===== config.mk =====
export PLATFORM = sky130hd
export DESIGN_NAME = video_timing_gen
export DESIGN_NICKNAME = d
export VERILOG_FILES = /design/src/rtl/video_timing_gen.sv
export SDC_FILE = /design/constraint.sdc
export NUM_CORES = 1
export LEC_CHECK = 0
export ABC_AREA = 1
export CAP_MARGIN = 20
export CORE_MARGIN = 3
export CORE_UTILIZATION = 40
export DETAILED_ROUTE_END_ITERATION = 7
export PLACE_DENSITY = 0.65
export SYNTH_ARGS = -nofsm -noshare
export SYNTH_HDL_FRONTEND = slang
export SYNTH_SLANG_ARGS = --single-unit

===== constraint.sdc =====
create_clock -name clk -period 26.2 [get_ports clk]
set_input_delay 3.93 -clock clk [delete_from_list [all_inputs] [get_ports clk]]
set_output_delay 3.93 -clock clk [all_outputs]
set_load 0.01 [all_outputs]

===== src/rtl/video_timing_gen.sv =====
`timescale 1ns/1ps
// -----------------------------------------------------------------------------
// video_timing_gen
//
// Raster timing generator. A horizontal and a vertical counter walk the frame.
// Each cycle produces a pixel request (req) with the pixel's coordinate, and an
// encoder-aligned data enable and sync pair (de/hsync/vsync). The aligned
// outputs trail req by LEAD cycles, so a pixel source has LEAD cycles to fetch
// the pixel before it is consumed.
//
// Timing values can be reprogrammed at run time. cfg_load captures the cfg_*
// inputs into a staging copy. The staging copy becomes the active timing at the
// next frame end, or on the next cycle if the generator is disabled. The active
// timing never changes in the middle of a frame.
//
// Ports
//   clk          pixel clock, the only clock
//   reset        asynchronous, active-high reset
//   enable       counters run while high; they are held at (0,0) while low
//   cfg_h*/cfg_v* new horizontal/vertical timing values (CW bits each)
//   cfg_hpol/vpol new sync polarity (1 = active-high)
//   cfg_load     single-cycle strobe to capture the cfg_* values
//   cfg_pending  a captured configuration is waiting to be applied
//   req          pixel request, LEAD cycles ahead of de
//   xpixel/ypixel coordinate that belongs to req
//   sof          one-cycle pulse aligned with req at (0,0)
//   de/hsync/vsync encoder-aligned data enable and syncs
//   frame_count  number of frames started, wraps at 16 bits
// -----------------------------------------------------------------------------
module video_timing_gen #(
  parameter int CW    = 12,
  parameter int LEAD  = 2,
  parameter int H_ACT = 960,
  parameter int H_SS  = 1000,
  parameter int H_SE  = 1100,
  parameter int H_TOT = 1199,
  parameter int V_ACT = 600,
  parameter int V_SS  = 613,
  parameter int V_SE  = 620,
  parameter int V_TOT = 624
) (
  input  logic          clk,
  input  logic          reset,
  input  logic          enable,
  input  logic [CW-1:0] cfg_hact,
  input  logic [CW-1:0] cfg_hss,
  input  logic [CW-1:0] cfg_hse,
  input  logic [CW-1:0] cfg_htot,
  input  logic [CW-1:0] cfg_vact,
  input  logic [CW-1:0] cfg_vss,
  input  logic [CW-1:0] cfg_vse,
  input  logic [CW-1:0] cfg_vtot,
  input  logic          cfg_hpol,
  input  logic          cfg_vpol,
  input  logic          cfg_load,
  output logic          cfg_pending,
  output logic          req,
  output logic [CW-1:0] xpixel,
  output logic [CW-1:0] ypixel,
  output logic          de,
  output logic          hsync,
  output logic          vsync,
  output logic          sof,
  output logic [15:0]   frame_count
);

  typedef struct packed {
    logic [CW-1:0] hact;
    logic [CW-1:0] hss;
    logic [CW-1:0] hse;
    logic [CW-1:0] htot;
    logic [CW-1:0] vact;
    logic [CW-1:0] vss;
    logic [CW-1:0] vse;
    logic [CW-1:0] vtot;
    logic          hpol;
    logic          vpol;
  } timing_t;

  localparam timing_t RESET_TIMING = '{
    hact: CW'(H_ACT), hss: CW'(H_SS), hse: CW'(H_SE), htot: CW'(H_TOT),
    vact: CW'(V_ACT), vss: CW'(V_SS), vse: CW'(V_SE), vtot: CW'(V_TOT),
    hpol: 1'b1, vpol: 1'b1
  };

  timing_t       active_q;
  timing_t       stage_q;
  timing_t       cfg_word;
  logic [CW-1:0] hcount;
  logic [CW-1:0] vcount;
  logic          h_last;
  logic          v_last;
  logic          at_origin;
  logic          frame_end;
  logic          act_term;
  logic          hs_term;
  logic          vs_term;
  logic          hs_q;
  logic          vs_q;

  assign cfg_word = '{
    hact: cfg_hact, hss: cfg_hss, hse: cfg_hse, htot: cfg_htot,
    vact: cfg_vact, vss: cfg_vss, vse: cfg_vse, vtot: cfg_vtot,
    hpol: cfg_hpol, vpol: cfg_vpol
  };

  assign h_last    = (hcount == active_q.htot);
  assign v_last    = (vcount == active_q.vtot);
  assign at_origin = (hcount == '0) && (vcount == '0);
  assign frame_end = enable && h_last && v_last;

  // An empty window (end <= start) simply never matches, so no sync pulse.
  assign act_term = (hcount < active_q.hact) && (vcount < active_q.vact);
  assign hs_term  = (hcount >= active_q.hss) && (hcount < active_q.hse);
  assign vs_term  = (vcount >= active_q.vss) && (vcount < active_q.vse);

  // NOTE: every clocked block uses non-blocking assignments so all registers
  // sample the pre-edge values and simulation matches the synthesized flops.
  always_ff @(posedge clk or posedge reset) begin
    if (reset) begin
      hcount <= '0;
      vcount <= '0;
    end else if (!enable) begin
      hcount <= '0;
      vcount <= '0;
    end else if (h_last) begin
      hcount <= '0;
      vcount <= v_last ? '0 : vcount + CW'(1);
    end else begin
      hcount <= hcount + CW'(1);
    end
  end

  // Staging and activation. A load that lands on the activation cycle is
  // staged while the older stage is applied, so pending stays set.
  always_ff @(posedge clk or posedge reset) begin
    if (reset) begin
      active_q    <= RESET_TIMING;
      stage_q     <= RESET_TIMING;
      cfg_pending <= 1'b0;
    end else begin
      if (cfg_load) begin
        stage_q <= cfg_word;
      end
      if (cfg_pending && (frame_end || !enable)) begin
        active_q    <= stage_q;
        cfg_pending <= cfg_load;
      end else if (cfg_load) begin
        cfg_pending <= 1'b1;
      end
    end
  end

  // Request stage. Polarity is folded in here, with the hpol/vpol that belong
  // to the counter position, so a polarity change follows the frame boundary
  // through the alignment pipeline.
  always_ff @(posedge clk or posedge reset) begin
    if (reset) begin
      req         <= 1'b0;
      sof         <= 1'b0;
      xpixel      <= '0;
      ypixel      <= '0;
      hs_q        <= 1'b0;
      vs_q        <= 1'b0;
      frame_count <= '0;
    end else begin
      req    <= enable && act_term;
      sof    <= enable && at_origin;
      xpixel <= hcount;
      ypixel <= vcount;
      hs_q   <= hs_term ~^ active_q.hpol;
      vs_q   <= vs_term ~^ active_q.vpol;
      if (enable && at_origin) begin
        frame_count <= frame_count + 16'd1;
      end
    end
  end

  // Alignment pipeline: de/hsync/vsync trail req by LEAD cycles.
  generate
    if (LEAD == 0) begin : g_no_lead
      assign de    = req;
      assign hsync = hs_q;
      assign vsync = vs_q;
    end else begin : g_lead
      logic [LEAD-1:0] de_pipe;
      logic [LEAD-1:0] hs_pipe;
      logic [LEAD-1:0] vs_pipe;

      always_ff @(posedge clk or posedge reset) begin
        if (reset) begin
          de_pipe <= '0;
          hs_pipe <= '0;
          vs_pipe <= '0;
        end else begin
          de_pipe <= (de_pipe << 1) | LEAD'(req);
          hs_pipe <= (hs_pipe << 1) | LEAD'(hs_q);
          vs_pipe <= (vs_pipe << 1) | LEAD'(vs_q);
        end
      end

      assign de    = de_pipe[LEAD-1];
      assign hsync = hs_pipe[LEAD-1];
      assign vsync = vs_pipe[LEAD-1];
    end
  endgenerate

endmodule


# Yosys cells after proc, flatten, opt, wreduce, memory -nomap -nowiden
# Cells that the tools add are included.
[word_totals]
ff_bits = 271
inputBits = 102
output_inout_bits = 46
[classes]
n_addsub = 3
magnitude_cmp = 6
eq_ne = 3
mux = 7
bitwise_logic = 5
n_reduce_logical = 14
[op_table]
columns = ["op", "n"]
rows = [
  ["12-bit two-way mux", 5],
  ["12-bit less-than comparator", 4],
  ["12-bit by 1-bit adder with 12-bit output, second input constant", 2],
  ["12-bit == test", 2],
  ["12-bit greater-or-equal comparator", 2],
  ["12-bit zero test", 2],
  ["16-bit by 1-bit adder with 16-bit output, second input constant", 1],
  ["1-bit logical AND", 9],
  ["2-bit by 1-bit bitwise OR with 2-bit output", 3],
  ["1-bit two-way mux", 2],
  ["2-bit by 1-bit inequality test with 1-bit output, second input constant", 1],
  ["2-bit nonzero test", 1],
  ["1-bit XNOR", 2],
  ["1-bit zero test", 1],
  ["1-bit logical OR", 1],
]

# Longest topological paths before layout
[depth]
word_depth = 6
mapped_depth = 12
ltp_nobuf = 10

# Least setup slack after synthesis
# Ideal clock, no wire load.
[synth_path]
path_kind = "in2reg"
from = "in enable"
to = "reg frame_count[5]"
setup_time_ns = 0.127
arrival_ns = 4.918
t_required_ns = 26.073
path_slack_ns = 21.154
cell_stages = 7
n_path_buf = 1
path_cell_list = "clkbuf_1 -> nand4_1 -> nor2_1 -> nand3_1 -> nor2_1 -> nand2_1 -> xnor2_1"
[synth_between]
elab_chain_len = 1
[synth_lines]
columns = ["item", "line_no", "rtl"]
rows = [
  ["start, declared", "44", "input logic enable,"],
  ["1-bit logical AND", "173", "if (enable && at_origin) begin"],
  ["end signal, assigned", "174", "frame_count <= frame_count + 16'd1;"],
  ["end, declared", "64", "output logic [15:0] frame_count"],
]
# No other way between the ends.
# A chain may end at the register's enable or synchronous reset.

# Worst setup path after layout
[layout_path]
from = "in enable"
to = "reg active_q[57] (netlist name)"
[layout_between]
elab_chain_len = 4
elab_cells_between_ends = 5
cone_classes = "5 x reduce/logical"
[layout_lines]
columns = ["item", "line_no", "rtl"]
rows = [
  ["1-bit logical AND (2 in series)", "110", "assign frame_end = enable && h_last && v_last;"],
  ["1-bit logical OR *", "145", "if (cfg_pending && (frame_end || !enable)) begin"],
  ["1-bit logical AND *", "145", ""],
  ["end signal, assigned", "146", "active_q <= stage_q;"],
  ["end, declared", "86", "timing_t active_q;"],
]
# Mark *: on every way between the ends. The rest lies on a longest branch, timed or not.

==> qor.csv <==
stage,metric,value,unit
finish,Finished Core Util,49.71,%
sta,Slew @ Worst Pin,1034,ps
worst_setup_path,worst-path cell chain,clkdlybuf4s50_1 -> nand2_4 -> buf_4 -> nand4_1 -> nand2_1,
run,number of max-cap violations,0,
power,peak supply drop,46.58,uV
logic_synthesis,most used flip-flop cell after synthesis,sky130_fd_sc_hd__dfrtp_1,
sta,hold violation count in the final report,0,
routing,drt total wl,31.19,mm
floorplanning,core outline area,31880,um^2
logic_synthesis,number of flops mapped to enable cells by yosys,0,
floorplanning,num ports,148,
logic_synthesis,proportion of synthesized flip-flops having asynchronous set or reset,100.0,%
logic_synthesis,post-synthesis average cell area,8.465,um^2
worst_setup_path,crit path max fanout,80,
power,leak pwr,7.839,nW
global_route,number of antenna violations at the first check in global routing,0,
clocking,buffer depth of the longest clock path,3,
logic_synthesis,"Distinct cells, synth",29,
clocking,CTS tree,yes,
clocking,clock latency on the worst-skew pair,550,ps
routing,via total after detailed routing,10390,
finish,n_diodes,0,
logic_synthesis,share of the synthesized area in compound gates (AO/OA/AOI/OAI),2.966,%
logic_synthesis,cell with the most instances after synthesis,sky130_fd_sc_hd__nand2_1,
global_route,largest net degree at the start of global routing,129,
sta,final setup TNS,0,ps
global_route,met1 Use GR,25.83,%
worst_setup_path,crit end category,flop,
global_route,"Remaining Overflow, GRT",0,
logic_synthesis,ranking of synthesized cells by area,"sky130_fd_sc_hd__dfrtp_1 (36%), sky130_fd_sc_hd__nand2_1 (19%), sky130_fd_sc_hd__dfstp_2 (16%)",
worst_setup_path,Worst setup SP type,input port,
global_route,wire length of the first global-routing pass,51.87,mm
worst_setup_path,max incr delay on CP,790,ps
finish,nets@finish,1833,
logic_synthesis,total standard cell area after synthesis,13080,um^2
worst_setup_path,WP buf/inv,2,
worst_setup_path,Worst EP required,26680,ps
logic_synthesis,post-synthesis instance total,1545,
global_route,vias in the first global route,10200,
worst_hold_path,class of the tightest hold or removal check,reg -> reg,
logic_synthesis,register bit total from synthesis,271,
sta,worst max-slew margin expressed relative to the limit,31.07,%
power,Design Power,1.162,mW
logic_synthesis,"post-synthesis share of cell area spent on full adders, half adders and majority gates",6.984,%
logic_synthesis,share of the yosys chip area belonging to registers,52.64,%
logic_synthesis,yosys warns,0,
clocking,# resized after CTS,0,
placed_design,number of port buffers,147,
floorplanning,standard-cell row count,65,
sta,crit share post-route,23.35,%
worst_setup_path,arrival time of the worst setup path,6600,ps
sta,number of pins exceeding their max-slew limit in the final report,0,
routing,average wire length per cell after detail routing,14.75,um
routing,initial drt markers,571,
logic_synthesis,Syn Nets,1720,
routing,post-detailed-route count of antenna-violating nets,0,
floorplanning,initial core utilization,41.02,%
clocking,number of buffers created by CTS,28,
clocking,CTS sink count,271,
global_route,Total GRT Usage,17.66,%
placed_design,weighted congestion at the end of routability-driven global placement,0.8312,
finish,fraction of layout cells with a size suffix above 1,8.690,%
global_route,met2 GRT Util,28.18,%
placed_design,"worst slack, placed",19630,ps
clocking,clock-pin slew reported for the worst setup and hold paths after clock tree synthesis,60,ps
worst_setup_path,critical path's slowest cell,sky130_fd_sc_hd__clkdlybuf4s50_1,
logic_synthesis,Synth top area share,36.16,%
clocking,buffers inserted by post-CTS timing repair,0,
routing,post-route DRC violation count,0,
logic_synthesis,simple-gate share of the synthesized area,28.45,%
routing,vias per inst,4.912,
global_route,"Most Used Layer, Global Route",met2,
worst_setup_path,path type of the worst setup path,in -> reg,
floorplanning,horizontal extent of the die,186.8,um
placed_design,"number of placed instances, taps included",2063,
placed_design,post-detail-place hpwl,21.09,mm
clocking,library cell used as clock root buffer,sky130_fd_sc_hd__clkbuf_16,
clocking,hold buffer count at cts,0,
logic_synthesis,library cell occupying the most area in the post-synthesis netlist,sky130_fd_sc_hd__dfrtp_1,
floorplanning,Die Y,186.8,um
logic_synthesis,post-synthesis mux area share,0,%
routing,DR pass1 iterations,5,
sta,worst setup slack after layout,20080,ps
sta,RSZ-0062 raised after global routing,no,
logic_synthesis,dominant combinational cell family by area after synthesis,simple AND/OR/NAND/NOR gates,
finish,"number of standard cells in the layout, taps in and fillers out",2115,
sta,count of final setup violators,0,
power,total power density per cell area,73.32,nW/um^2
sta,post-layout minimum cycle time,6118,ps
sta,worst clock skew,13.97,ps
worst_setup_path,cell family with the largest share of critical-path delay,buffers and inverters,
global_route,global-route track usage on met3,2.530,%
run_status,status,completed,
floorplanning,area enclosed by the die boundary,34900,um^2
clocking,CTS H-Tree Depth,1,
sta,peak clock frequency supported by timing,163.5,MHz
logic_synthesis,synthesized-area fraction occupied by xor and xnor cells,2.813,%
logic_synthesis,Commonest cells post-synth,"sky130_fd_sc_hd__nand2_1 (649), sky130_fd_sc_hd__dfrtp_1 (189), sky130_fd_sc_hd__inv_1 (124)",
finish,area growth from synthesis to final layout,21.18,%
-- layout make-up --
class | count | area [um^2]
timing repair buffer | 154 | 1541
tap | 435 | 544.3
sequential | 271 | 6885
clock inverter | 12 | 171.4
inverter | 128 | 488.0
fill | 3036 | 16030
clock buffer | 40 | 815.8
multi-input combinational | 1075 | 5403
-- cells by family (layout without fill, tap and decap cells) --
group                      Yosys count  count (layout)
AOI/OAI and AO/OA                   74              74
xor gates and xnor gates            42              42
adders and majority gates           73              73
buffers and inverters              199             334
DFF                                271             271
and+or+nand+nor                    886             886
-- worst reg2reg max path, stage by stage, from the launching register on --
cell and delay, ps:
sky130_fd_sc_hd__dfrtp_1 730, sky130_fd_sc_hd__xnor2_1 190, sky130_fd_sc_hd__nand2_1 60, sky130_fd_sc_hd__nor2_1 100, sky130_fd_sc_hd__nand3_1 410, sky130_fd_sc_hd__nand2_2 250
sky130_fd_sc_hd__buf_4 730, sky130_fd_sc_hd__nand4_1 440, sky130_fd_sc_hd__nand2_1 160
-- per-layer routing --
metal,vias to the layer above,routed length (um)
li1,5174,-
met1,4917,15180
met2,258,13940
met3,39,1527
met4,0,538
met5,-,0
-- cell usage in the layout (no fill, tap or decap), types with 10 or more instances in the layout --
cell                              Yosys  layout
sky130_fd_sc_hd__dfstp_2             82      82
sky130_fd_sc_hd__nand2_1            649     649
sky130_fd_sc_hd__o21ai_0             30      30
sky130_fd_sc_hd__ha_1                73      73
sky130_fd_sc_hd__nor3_1              10      10
sky130_fd_sc_hd__dfrtp_1            189     188
sky130_fd_sc_hd__a21oi_1             37      37
sky130_fd_sc_hd__nor2_1              62      62
sky130_fd_sc_hd__clkbuf_16            0      28
sky130_fd_sc_hd__clkdlybuf4s50_1      0     146
sky130_fd_sc_hd__nand4_1            117     117
sky130_fd_sc_hd__inv_1              124     123
sky130_fd_sc_hd__nand3_1             34      34
sky130_fd_sc_hd__xnor2_1             20      20
sky130_fd_sc_hd__xor2_1              22      22
-- where the power goes --
part	switching [mW]	internal [mW]
clock	0.166	0.256
combinational	0.118	0.0864
sequential	0.0423	0.494
-- path summary, 6_finish.rpt --
check,from,end,slack (ps),cells past startpoint
setup reg to reg,vcount[6],active_q[57],23050,8
hold / removal,vs_q,g_lead.vs_pipe[0],350,0
hold reg to reg,vs_q,g_lead.vs_pipe[0],350,0
setup / recovery,enable,active_q[57],20080,5
max in group asynchronous,reset,cfg_pending,20680,3
min in group asynchronous,reset,stage_q[4],3930,2
-- per-stage QoR --
| step | hold WS (ps) | area, um^2 |
|---|---|---|
| floorplan | 331.2 | 13080 |
| global placement | 331.3 | 14830 |
| detailed placement | 337.1 | 14860 |
| CTS | 349.5 | 15850 |
| global route | 361.8 | 15850 |
| finish | 346.2 | 15850 |
-- state kept, by name (all words and copies together) (netlist names) --
register and cells:
active_q 98, stage_q 98, frame_count 16, hcount 12, vcount 12, xpixel 12, ypixel 12, g_lead.de_pipe 2
g_lead.hs_pipe 2, g_lead.vs_pipe 2, cfg_pending 1, hs_q 1, req 1, sof 1, vs_q 1
Power figures use the tool's default switching activity.
